===== src/rtl/inverter_arbiter.sv =====
// Round-robin arbiter that feeds four requesters through one shared
// inverter datapath and holds one registered result per grant.

module inv_bit (
    input  logic a,
    output logic y
);
    assign y = ~a;
endmodule

module inverter_arbiter #(
    parameter int NREQ = 4,
    parameter int W    = 8
) (
    input  logic            clk,
    input  logic            reset,
    input  logic [NREQ-1:0] req,
    input  logic [W-1:0]    data0,
    input  logic [W-1:0]    data1,
    input  logic [W-1:0]    data2,
    input  logic [W-1:0]    data3,
    output logic [NREQ-1:0] gnt,
    output logic            out_valid,
    input  logic            out_ready,
    output logic [W-1:0]    out_data,
    output logic [1:0]      out_id,
    output logic [7:0]      done_cnt
);
    typedef enum logic {IDLE, HOLD} state_t;

    state_t       state;
    state_t       state_nxt;
    logic [1:0]   ptr;
    logic [1:0]   sel;
    logic [1:0]   idx;
    logic         found;
    logic         can_grant;
    logic         grant;
    logic [W-1:0] operand;
    logic [W-1:0] inv;

    assign out_valid = (state == HOLD);
    assign can_grant = (state == IDLE) || out_ready;

    // Search from ptr upward; the first pending requester wins.
    always_comb begin
        found = 1'b0;
        sel   = ptr;
        idx   = ptr;
        for (int k = 0; k < 4; k++) begin
            idx = ptr + 2'(k);
            if (!found && req[idx]) begin
                found = 1'b1;
                sel   = idx;
            end
        end
    end

    always_comb begin
        gnt = '0;
        if (!reset && can_grant && found) begin
            gnt[sel] = 1'b1;
        end
    end

    assign grant = |gnt;

    always_comb begin
        operand = data0;
        unique case (sel)
            2'd0: operand = data0;
            2'd1: operand = data1;
            2'd2: operand = data2;
            2'd3: operand = data3;
        endcase
    end

    for (genvar b = 0; b < W; b++) begin : g_inv
        inv_bit u_inv (
            .a (operand[b]),
            .y (inv[b])
        );
    end

    always_comb begin
        state_nxt = state;
        unique case (state)
            IDLE: begin
                if (grant) state_nxt = HOLD;
            end
            HOLD: begin
                if (out_ready) state_nxt = grant ? HOLD : IDLE;
            end
        endcase
    end

    always_ff @(posedge clk) begin
        if (reset) begin
            state    <= IDLE;
            ptr      <= 2'd0;
            out_data <= '0;
            out_id   <= 2'd0;
            done_cnt <= 8'd0;
        end else begin
            state <= state_nxt;
            if (grant) begin
                ptr      <= sel + 2'd1;
                out_data <= inv;
                out_id   <= sel;
            end
            if (out_valid && out_ready) begin
                done_cnt <= done_cnt + 8'd1;
            end
        end
    end
endmodule


===== config.mk =====
export PLATFORM = sky130hd
export DESIGN_NAME = inverter_arbiter
export DESIGN_NICKNAME = d
export VERILOG_FILES = /design/src/rtl/inverter_arbiter.sv
export SDC_FILE = /design/constraint.sdc
export NUM_CORES = 1
export LEC_CHECK = 0
export CELL_PAD_IN_SITES_DETAIL_PLACEMENT = 1
export CELL_PAD_IN_SITES_GLOBAL_PLACEMENT = 1
export CORE_UTILIZATION = 32
export CTS_BUF_LIST = sky130_fd_sc_hd__clkbuf_4 sky130_fd_sc_hd__clkbuf_8
export DETAILED_ROUTE_END_ITERATION = 8
export GPL_ROUTABILITY_DRIVEN = 1
export PLACE_DENSITY_LB_ADDON = 0.1
export SLEW_MARGIN = 20
export SYNTH_ARGS = -nofsm -noshare
export SYNTH_HDL_FRONTEND = slang
export SYNTH_HIERARCHICAL = 1
export SYNTH_SLANG_ARGS = --single-unit

===== constraint.sdc =====
create_clock -name clk -period 9.15 [get_ports clk]
set_input_delay 1.83 -clock clk [delete_from_list [all_inputs] [get_ports clk]]
set_output_delay 1.83 -clock clk [all_outputs]
set_load 0.1 [all_outputs]

; Yosys cells after proc, flatten, opt, wreduce, memory -nomap -nowiden
; Cells that the tools add are included.
[word_totals]
reg_bits = 21
latchBits = 0
ramBits = 0
rom_bits = 0
input_bits = 39
out_inout_bits = 23
word_cells = 64
mem_count = 0
[classes]
addsub = 5
mul = 0
div_mod_pow = 0
magnitude_cmp = 6
n_eq_ne = 3
shift = 0
n_mux = 22
bitwise = 9
reduce_logical = 14
[op_table]
columns = operator, count
row1 = $pmux W8 S4, 1
row2 = $lt A2 B3 Y1 const B, 5
row3 = $mux W1, 11
row4 = $not A1 Y1, 9
row5 = $add A8 B1 Y8 const B, 1
row6 = $bmux W1 S2, 4
row7 = $logic_and A1 B1 Y1, 7
row8 = $mux W2, 3
row9 = $add A2 B1 Y2 const B, 2
row10 = $add A2 B2 Y2 const B, 2
row11 = $eq A2 B2 Y1 const B, 2
row12 = $logic_not A1 Y1, 4
row13 = $mux W4, 1
row14 = $reduce_or A4 Y1, 1
row15 = $demux W1 S2, 1
row16 = $eq A2 B1 Y1 const B, 1
row17 = $ge A2 B1 Y1 const B, 1
row18 = $logic_not A2 Y1, 1
row19 = $pmux W1 S2, 1
row20 = $logic_or A1 B1 Y1, 1

; Longest topological paths before layout
; Gate-level depths: netlist of run 1.
[logic_depth]
depth_word = 21
ltp_mapped = 12

; Hierarchy
; The synthesis of run 1 kept the hierarchy.
[by_module_without_submodules]
columns = module, instances, cells_each, area_per_inst_um2
row1 = inverter_arbiter, 1, 144, 1248.7
row2 = inv_bit, 8, 1, 3.8

; Worst setup path before layout of run 1
; No wires, ideal clock.
[synth_path]
path_type = input -> output
startpoint = input req[0]
endpoint = output gnt[3]
arrival_time_ns = 3.507
required_ns = 7.320
setup_slack_ns = 3.813
stages = 7
cell_sequence = nor2b_1 > o21ai_0 > o221ai_1 > inv_1 > ha_1 > buf_2 > and2_1
[synth_via]
elab_chain_cells = 17
word_cells_on_any_way = 28
[synth_lines]
columns = element, line
row1 = "start, declared", 17  ; input logic [NREQ-1:0] req,
row2 = $bmux W1 S2, 52  ; if (!found && req[idx]) begin
row3 = $mux W1 (implied by the code), 52
row4 = $mux W1, 52
row5 = $logic_not A1 Y1, 52
row6 = $logic_and A1 B1 Y1, 52
row7 = $mux W1, 52
row8 = $logic_not A1 Y1, 52
row9 = $logic_and A1 B1 Y1, 52
row10 = (+2 left out), -
row11 = $logic_and A1 B1 Y1, 52
row12 = $mux W2 (*), 52
row13 = named net sel[0], 34  ; logic [1:0] sel;
row14 = $lt A2 B3 Y1 (implied by the code) / $ge A2 B1 Y1 (equally long branches), 62  ; gnt[sel] = 1'b1;
row15 = $logic_and A1 B1 Y1 (implied by the code), 62
row16 = $mux W1 (implied by the code), 62
row17 = $demux W1 S2 (*), 62
row18 = $mux W4 (*), 61  ; if (!reset && can_grant && found) begin
row19 = "end, declared", 22  ; output logic [NREQ-1:0] gnt,
; Mark *: on every way through the listed nets, which the timed path passes. The rest lies on a longest branch. The select of a mux whose other input is x is not followed.

; Worst setup path in the final report of run 1
[layout_path]
startpoint = input req[3]
endpoint = output gnt[1]
; The elaborated chain is that of the path after synthesis.

==> impl_metrics.py, run 1 <==
metrics = {
    "cts": {
        "cts_sinks": 21,
        "holdBufCountCts": 0,
        "cts_setup_buffers": 0,
        "clk_path_buf_depth": 2,
        "cts_made_buffers": 3,
        "clkTransAtPathRegs_ns": 0.07,
        "cts_tree": "built",
        "cts-resized-gates": 0,
        "htreeDepth": 1,
        "clk_latency_ns": 0.25,
        "cts_root_buf": "clkbuf_8",
    },
    "critical_path": {
        "path_class": "in2out",
        "crit_slowest_cell": "clkdlybuf4s50_1",
        "path_common_cell": "clkdlybuf4s50_1",
        "crit_path_end_kind": "primary output",
        "cp_cell_sequence": "clkdlybuf4s50_1 -> nor2b_1 -> o21ai_0 -> o221ai_1 -> inv_1 -> ha_1 -> and2_1 -> clkdlybuf4s50_1",
        "cp_data_arrival_time_ns": 4.82,
        "slowest_delay_ns": 1.13,
        "crit_path_start_kind": "input port",
        "crit_required_ns": 7.32,
        "crit_fanout": 10,
    },
    "global_route": {
        "grt_pass1_vias": 1284,
        "met3_usage_pct": 1.736,
        "global_route.usage.met2_pct": 31.70,
        "grt_max_degree": 24,
        "top_usage_layer": "met2",
        "grt_pass1_wl_mm": 5.906,
        "grt-ovfl-total": 0,
        "globalRouteTotalUtil_pct": 17.68,
        "use_met1_pct": 22.09,
        "antenna_found_initial": 0,
    },
    "die": {
        "fp.coreArea_um2": 3744,
        "io_pins": 62,
        "floorplan.rows": 22,
        "die_w_um": 65.22,
        "die_y_um": 65.22,
        "dieArea_um2": 4253,
        "floorplan.initialDensity_pct": 34.16,
    },
    "layout": {
        "drive_above_1_share_pct": 2.871,
        "num_antenna_cells": 0,
        "synthToLayoutAreaGrowth_pct": 51.47,
        "seq_area_um2": 420.4,
        "nets": 255,
        "nFillCells": 449,
        "multi_input_area_um2": 714.4,
        "final_util_pct": 51.74,
    },
    "placement": {
        "hpwl_mm": 2.998,
        "portBuffers": 61,
        "gp_congestion": 0.7125,
    },
    "sta": {
        "hold_slack_ns": 0.4991,
        "min_period_ns": 6.647,
        "final.setup.tns_ns": 0,
        "final_max_slew_viol_count": 0,
        "rsz0062_at_grt": "false",
        "relSlewSlack_pct": 35.09,
        "clock.fmax_mhz": 150.4,
        "hold_viol_final": 0,
        "tightest_slew_ns": 0.9707,
        "clock_skew_ns": 0.005257,
        "timing.final.crit_share_pct": 72.64,
        "setup_viol": 0,
    },
    "job": {
        "maxCapViolations": 0,
    },
    "synthesis": {
        "ys.flop_type": "dfxtp_1",
        "netlist.area_leader.share_pct": 32.88,
        "synth_edf_count": 0,
        "ys_ff_latch": 21,
        "synthesis.nets": 197,
        "syn-instance-count": 152,
        "synthTopCellsByCount": "22 x inv_1, 21 x dfxtp_1, 19 x nor2_1",
        "async_flop_share_pct": 0,
        "yosysMostFrequentCell": "inv_1",
        "synth.yosys.seq_area_share_pct": 32.88,
        "synth_largest_area_cell": "dfxtp_1",
        "synth_area_um2": 1279,
        "ys_warn_count": 6,
        "syn_avg_cell_area_um2": 8.413,
        "yosys-top-cells-area": "dfxtp_1 33%, mux2i_1 13%, inv_1 6.5%",
        "synth_cell_types": 31,
    },
    "min_path": {
        "hold_class": "reg2reg",
    },
    "drt": {
        "drc_errors": 0,
        "first_pass_iters": 4,
        "dr.first_iter.drc_count": 87,
        "viasPerCell": 4.973,
        "ant_nets": 0,
        "wl_mm": 3.844,
        "num_vias": 1278,
        "wl_per_cell_um": 14.96,
    },
    "power": {
        "p_leak_uw": 0.0008303,
        "power_density_nw_per_um2": 315.7,
        "peakVddDrop_v": 0.0001919,
    },
    "run_status": {
        "outcome": "completed",
    },
}
==> registers in the layout (all words and copies together), names as in the netlist <==
| register | cells |
|---|---|
| out_id | 2 |
| out_valid | 1 |
| done_cnt | 8 |
| out_data | 8 |
| ptr | 2 |
==> worst paths after layout <==
path | start | endpoint | slack [ns] | depth (start not counted)
worst min register to register | out_data[0] | out_data[0] | 0.50 | 2
worst max register to register | ptr[1] | out_id[0] | 6.26 | 9
worst min-delay path | out_data[0] | out_data[0] | 0.50 | 2
worst max-delay path | req[3] | gnt[1] | 2.50 | 8
==> through the flow <==
| stage | instances | total power, µW | area (µm²) | setup slack (ns) |
|---|---|---|---|---|
| floorplan | 152 | 470.2 | 1279 | 3.813 |
| global placement | 253 | 542.8 | 1888 | 2.644 |
| detailed placement | 253 | 551.9 | 1888 | 2.508 |
| CTS | 257 | 616.6 | 1937 | 2.516 |
| global route | 257 | 645.1 | 1937 | 2.292 |
| finish | 257 | 611.5 | 1937 | 2.503 |
==> cells in the final DEF, fill, tap and decap left out, types with 2 or more instances in the layout <==
cell type	instances
a21oi_1	7
clkdlybuf4s50_1	61
nor2b_1	2
inv_1	22
xnor2_1	3
xor2_1	3
and2_1	4
o21ai_0	2
nor3_1	3
a222oi_1	8
and3_1	3
nand2_1	7
mux2i_1	17
nor2_1	19
clkbuf_8	3
a211oi_1	2
nand3_1	4
dfxtp_1	21
ha_1	6
==> metal layers <==
metal,vias to the layer above,part of all wire [%]
met2,41,50
met4,0,1.1
met3,4,4.5
met1,600,45
li1,633,-
met5,-,0
==> cell type report <==
| cell class | instances | share of cell area, % |
|---|---|---|
| Multi-Input combinational cell | 101 | 36.89 |
| Timing Repair Buffer | 61 | 31.52 |
| Sequential cell | 21 | 21.71 |
| Inverter | 22 | 4.264 |
| Tap cell | 48 | 3.101 |
| Clock buffer | 4 | 2.519 |
==> worst max-delay path: cells and delay by family <==
family	cells	cell delay, ns
buf+inv	3	1.92
compound gates	2	0.41
fa+ha+maj	1	0.39
simple gates	2	0.27
==> power by group <==
part           total (µW)  switching (µW)  internal (µW)
sequential            136            19.8            116
combinational         413             281            131
clock                62.5            28.6           33.9
total                 611             330            282
==> kinds of logic after synthesis <==
logic type	count (synthesis)	synth area share (%)
compound gates	23	13.31
xor+xnor	6	4.110
fa+ha+maj	6	5.871
buf+inv	30	11.25
flops	21	32.88
mux	17	13.31
simple gates	49	19.28
Note: power is estimated with default switching activity, not from simulation.
==> run 2: changes to the inputs <==
CORE_UTILIZATION = 29   (was 32)
clock period = 6.2 ns   (was 9.15 ns; I/O delays follow)
==> run 2 against run 1 <==
Effect of this change:
- design area shrank 0.39%
- via count shrank 1.2%
- clock power grew 45%
- sequential power grew 46%
- first-iteration DRC count shrank 40%
- flip-flop and latch count is the same
- utilization shrank 4.9 points
- highest routed layer unchanged
==> impl_metrics.py, run 2 (same netlist as run 1, synthesis figures left out) <==
metrics = {
    "run_status": {
        "outcome": "completed",
    },
    "die": {
        "fp.coreArea_um2": 4115,
        "floorplan.rows": 23,
        "floorplan.initialDensity_pct": 31.07,
        "io_pins": 62,
        "dieArea_um2": 4679,
        "die_y_um": 68.41,
        "die_w_um": 68.41,
    },
    "critical_path": {
        "crit_path_end_kind": "primary output",
        "worstRegToRegCells": 9,
        "regToRegSetupSlack_ns": 3.25,
        "cp_data_arrival_time_ns": 3.39,
        "crit_fanout": 10,
        "crit_path_start_kind": "input port",
        "rr_startpoint": "ptr[1]",
        "r2r-end": "out_id[0]",
        "path_class": "in2out",
        "crit_required_ns": 4.96,
    },
    "sta": {
        "clock_skew_ns": 0.007874,
        "timing.final.crit_share_pct": 74.66,
        "hold_viol_final": 0,
        "min_period_ns": 4.629,
        "setup_viol": 0,
        "clock.fmax_mhz": 216.0,
        "relSlewSlack_pct": 31.48,
        "final.setup.tns_ns": 0,
        "tightest_slew_ns": 1.025,
        "hold_slack_ns": 0.4940,
        "final_max_slew_viol_count": 0,
        "setup_slack_ns": 1.571,
        "rsz0062_at_grt": "false",
    },
    "min_path": {
        "min_from": "out_data[0]",
        "min_delay_path_depth": 2,
        "whs_endpoint": "out_data[0]",
        "hold_class": "reg2reg",
    },
    "power": {
        "combPwrFrac_pct": 67.7,
        "internal_power_uw": 414.1,
        "switchingPower_uw": 484.0,
        "p_leak_uw": 0.0008377,
        "pwr-share-clk_pct": 10.1,
        "power_density_nw_per_um2": 465.5,
        "swShare_pct": 53.90,
        "peakVddDrop_v": 0.0001538,
        "power_frac_seq_pct": 22.1,
    },
    "drt": {
        "wl_mm": 3.817,
        "drc_errors": 0,
        "first_pass_iters": 5,
        "wl_per_cell_um": 14.74,
        "num_vias": 1263,
        "ant_nets": 0,
        "dr.first_iter.drc_count": 52,
        "viasPerCell": 4.876,
    },
    "global_route": {
        "global_route.usage.met2_pct": 28.55,
        "grt_pass1_wl_mm": 5.802,
        "grt-ovfl-total": 0,
        "grt_pass1_vias": 1291,
        "antenna_found_initial": 0,
        "globalRouteTotalUtil_pct": 16.77,
        "top_usage_layer": "met2",
        "met3_usage_pct": 2.833,
        "grt_max_degree": 24,
        "use_met1_pct": 21.20,
    },
    "layout": {
        "num_antenna_cells": 0,
        "mostFrequentLayoutCell": "clkdlybuf4s50_1",
        "reg_top3": "done_cnt x8, out_data x8",
        "design_area_um2": 1929,
        "final_cell_mix": "57 x clkdlybuf4s50_1, 22 x inv_1, 21 x dfxtp_1",
        "drive_above_1_share_pct": 4.785,
        "synthToLayoutAreaGrowth_pct": 50.88,
        "final_util_pct": 46.88,
        "nets": 255,
    },
    "cts": {
        "cts_sinks": 21,
        "cts_root_buf": "clkbuf_8",
        "cts-resized-gates": 0,
        "holdBufCountCts": 0,
        "cts_tree": "built",
        "clk_latency_ns": 0.26,
        "cts_setup_buffers": 0,
        "clk_path_buf_depth": 2,
        "clkTransAtPathRegs_ns": 0.07,
        "htreeDepth": 1,
        "cts_made_buffers": 3,
    },
    "placement": {
        "post-place-ws_ns": 1.558,
        "portBuffers": 61,
        "gp_congestion": 0.7597,
        "dpl_cell_area_um2": 1881,
        "hpwl_mm": 2.998,
    },
    "job": {
        "maxCapViolations": 0,
    },
}
run 2: changes by cell type in the layout (fill, tap and decap cells not counted):
cell / previous run / this run
clkdlybuf4s50_1: 61 / 57
buf_4: 0 / 4
run 2: through the flow:
stage          std cells  power (µW)
2_1_floorplan        152       693.9
3_3_place_gp         255       800.7
3_5_place_dp         255       815.5
4_1_cts              259       909.4
5_1_grt              259       953.0
6_report             259       898.1
run 2: area by class of cell:
class / instances / area, µm²
repair buffers: 61 / 600.6
fillers: 483 / 2186
clock buffers: 4 / 48.80
well taps: 50 / 62.56
flip-flops and latches: 21 / 420.4
multi-input cells: 101 / 714.4
inverters: 22 / 82.58
run 2: worst max path at each step:
stage / startpoint / to
2_1_floorplan: req[0] / gnt[3]
3_3_place_gp: req[3] / gnt[1]
3_5_place_dp: req[3] / gnt[1]
4_1_cts: req[3] / gnt[1]
5_1_grt: req[3] / gnt[1]
6_report: req[3] / gnt[1]
run 2: worst max-delay path, cell delays in order:
cell,delay [ns]
clkdlybuf4s50_1,0.58
nor2b_1,0.10
o21ai_0,0.17
o221ai_1,0.27
inv_1,0.19
ha_1,0.37
and2_1,0.18
buf_4,0.28
run 2: per-layer routing:
layer  up-vias  wire (µm)  part of all wire (%)
met5         -          0                     0
met4         0         23                  0.60
met3         2        231                   6.1
met2        36       1825                    48
met1       591       1736                    45
li1        634          -                     -
run 2: power groups by stage:
stage	registers [µW]	logic [µW]	clock network (µW)
after floorplan	416	278	0
after global placement	200	601	0
after detailed placement	203	612	0
after CTS	200	614	94.9
after global routing	204	646	103
final	199	608	90.9
==> run 3: changes to the inputs <==
CORE_UTILIZATION = 26   (was 29)
clock period = 3.9 ns   (was 6.2 ns; I/O delays follow)
==> run 3 against run 2 <==
Effect of this change:
- die area is 11% higher
- clock power is 55% higher
- global-route usage is 2.4 points lower
- highest routed layer unchanged
- flip-flop and latch count stayed put
- critical endpoint is now gnt[3]
- setup slack worse by 1.4 ns
- design area is 5.3% higher
- wire length is 1.0% lower
- critical path depth is 1 higher
- utilization is 3.9 points lower
- total power is 63% higher
==> impl_metrics.py, run 3 (same netlist as run 1, synthesis figures left out) <==
metrics = {
    "power": {
        "power_frac_seq_pct": 21.8,
        "p_leak_uw": 0.0008703,
        "power_density_nw_per_um2": 719.8,
        "pwr-share-clk_pct": 9.7,
        "peakVddDrop_v": 0.0002404,
        "switchingPower_uw": 772.9,
        "combPwrFrac_pct": 68.5,
        "internal_power_uw": 688.8,
        "swShare_pct": 52.88,
    },
    "layout": {
        "synthToLayoutAreaGrowth_pct": 58.81,
        "reg_top3": "done_cnt x8, out_data x8",
        "final_util_pct": 42.99,
        "design_area_um2": 2031,
        "final_cell_mix": "57 x clkdlybuf4s50_1, 22 x inv_1, 21 x dfxtp_1",
        "drive_above_1_share_pct": 6.573,
        "stdcell_count": 280,
        "num_antenna_cells": 0,
        "nets": 259,
        "mostFrequentLayoutCell": "clkdlybuf4s50_1",
        "nFillCells": 563,
    },
    "cts": {
        "clk_latency_ns": 0.25,
        "cts_root_buf": "clkbuf_8",
        "htreeDepth": 1,
        "holdBufCountCts": 0,
        "cts_sinks": 21,
        "cts_setup_buffers": 0,
        "cts_tree": "built",
        "clkTransAtPathRegs_ns": 0.07,
        "cts-resized-gates": 0,
        "cts_made_buffers": 3,
        "clk_path_buf_depth": 2,
    },
    "global_route": {
        "grt_max_degree": 24,
        "antenna_found_initial": 0,
        "grt_pass1_wl_mm": 6.003,
        "grt_pass1_vias": 1333,
        "grt-ovfl-total": 0,
        "globalRouteTotalUtil_pct": 14.39,
    },
    "sta": {
        "final.setup.tns_ns": 0,
        "clock.fmax_mhz": 269.3,
        "setup_slack_ns": 0.1862,
        "min_period_ns": 3.714,
        "tightest_slew_ns": 0.9749,
        "final_max_slew_viol_count": 0,
        "hold_viol_final": 0,
        "timing.final.crit_share_pct": 95.23,
        "rsz0062_at_grt": "false",
        "relSlewSlack_pct": 34.80,
        "setup_viol": 0,
        "clock_skew_ns": 0.003945,
    },
    "placement": {
        "dpl_cell_area_um2": 1982,
        "gp_congestion": 0.7301,
        "hpwl_mm": 3.012,
        "portBuffers": 61,
        "numPlacedInstances": 276,
        "post-place-ws_ns": 0.1333,
    },
    "drt": {
        "wl_mm": 3.779,
        "num_vias": 1268,
        "wl_per_cell_um": 13.50,
        "dr.first_iter.drc_count": 38,
        "first_pass_iters": 4,
        "viasPerCell": 4.529,
        "ant_nets": 0,
        "drc_errors": 0,
    },
    "min_path": {
        "hold_class": "reg2reg",
    },
    "die": {
        "floorplan.rows": 25,
        "floorplan.initialDensity_pct": 27.07,
        "dieArea_um2": 5203,
        "die_w_um": 72.13,
        "io_pins": 62,
        "die_y_um": 72.13,
        "fp.coreArea_um2": 4723,
    },
    "critical_path": {
        "crit_required_ns": 3.12,
        "crit_path_end_kind": "primary output",
        "cp_data_arrival_time_ns": 2.93,
        "crit_path_start_kind": "input port",
        "path_class": "in2out",
        "crit_fanout": 9,
    },
    "job": {
        "maxCapViolations": 0,
    },
    "run_status": {
        "outcome": "completed",
    },
}
[run 3: per-layer routing]
| metal | GRT usage, % | share of wire (%) | up-vias |
|---|---|---|---|
| li1 | - | - | 642 |
| met1 | 17.51 | 45 | 581 |
| met2 | 26.06 | 48 | 43 |
| met3 | 2.361 | 7.2 | 2 |
| met4 | 3.922 | 0.61 | 0 |
| met5 | 0 | 0 | - |
[run 3: worst paths after layout]
| path | from | end | slack, ns | cells after the start |
|---|---|---|---|---|
| max | req[0] | gnt[3] | 0.19 | 9 |
| min | out_data[1] | out_data[1] | 0.51 | 2 |
| max reg2reg | ptr[1] | out_id[0] | 1.15 | 9 |
| min reg2reg | out_data[1] | out_data[1] | 0.51 | 2 |
[run 3: layout make-up]
type / instances / area [µm²] / area share, %
sequential: 21 / 420.4 / 20.70
multi-input combinational: 101 / 714.4 / 35.18
clock buffer: 4 / 48.80 / 2.403
timing repair buffer: 65 / 680.7 / 33.52
inverter: 22 / 82.58 / 4.067
tap: 67 / 83.83 / 4.128
[run 3: power groups by stage]
stage	clock network (µW)	logic [µW]	registers, µW
final	141	1000	319
after global routing	159	1070	326
after CTS	149	1010	320
after detailed placement	0	1010	325
after global placement	0	995	323
after floorplan	0	442	661
[run 3: metrics by stage]
step / hold slack [ns] / total power (µW)
3_3_place_gp: 0.4823 / 1318
4_1_cts: 0.5188 / 1482
2_1_floorplan: 0.5035 / 1103
6_report: 0.5087 / 1462
3_5_place_dp: 0.5018 / 1334
5_1_grt: 0.5492 / 1553
[run 3: worst max-delay path, stage by stage]
cell and delay, ns:
clkdlybuf4s50_1 0.54, nor2b_1 0.21, a21oi_1 0.08, o221ai_1 0.43, inv_1 0.16, ha_1 0.23, buf_4 0.16, and2_1 0.16
buf_12 0.17
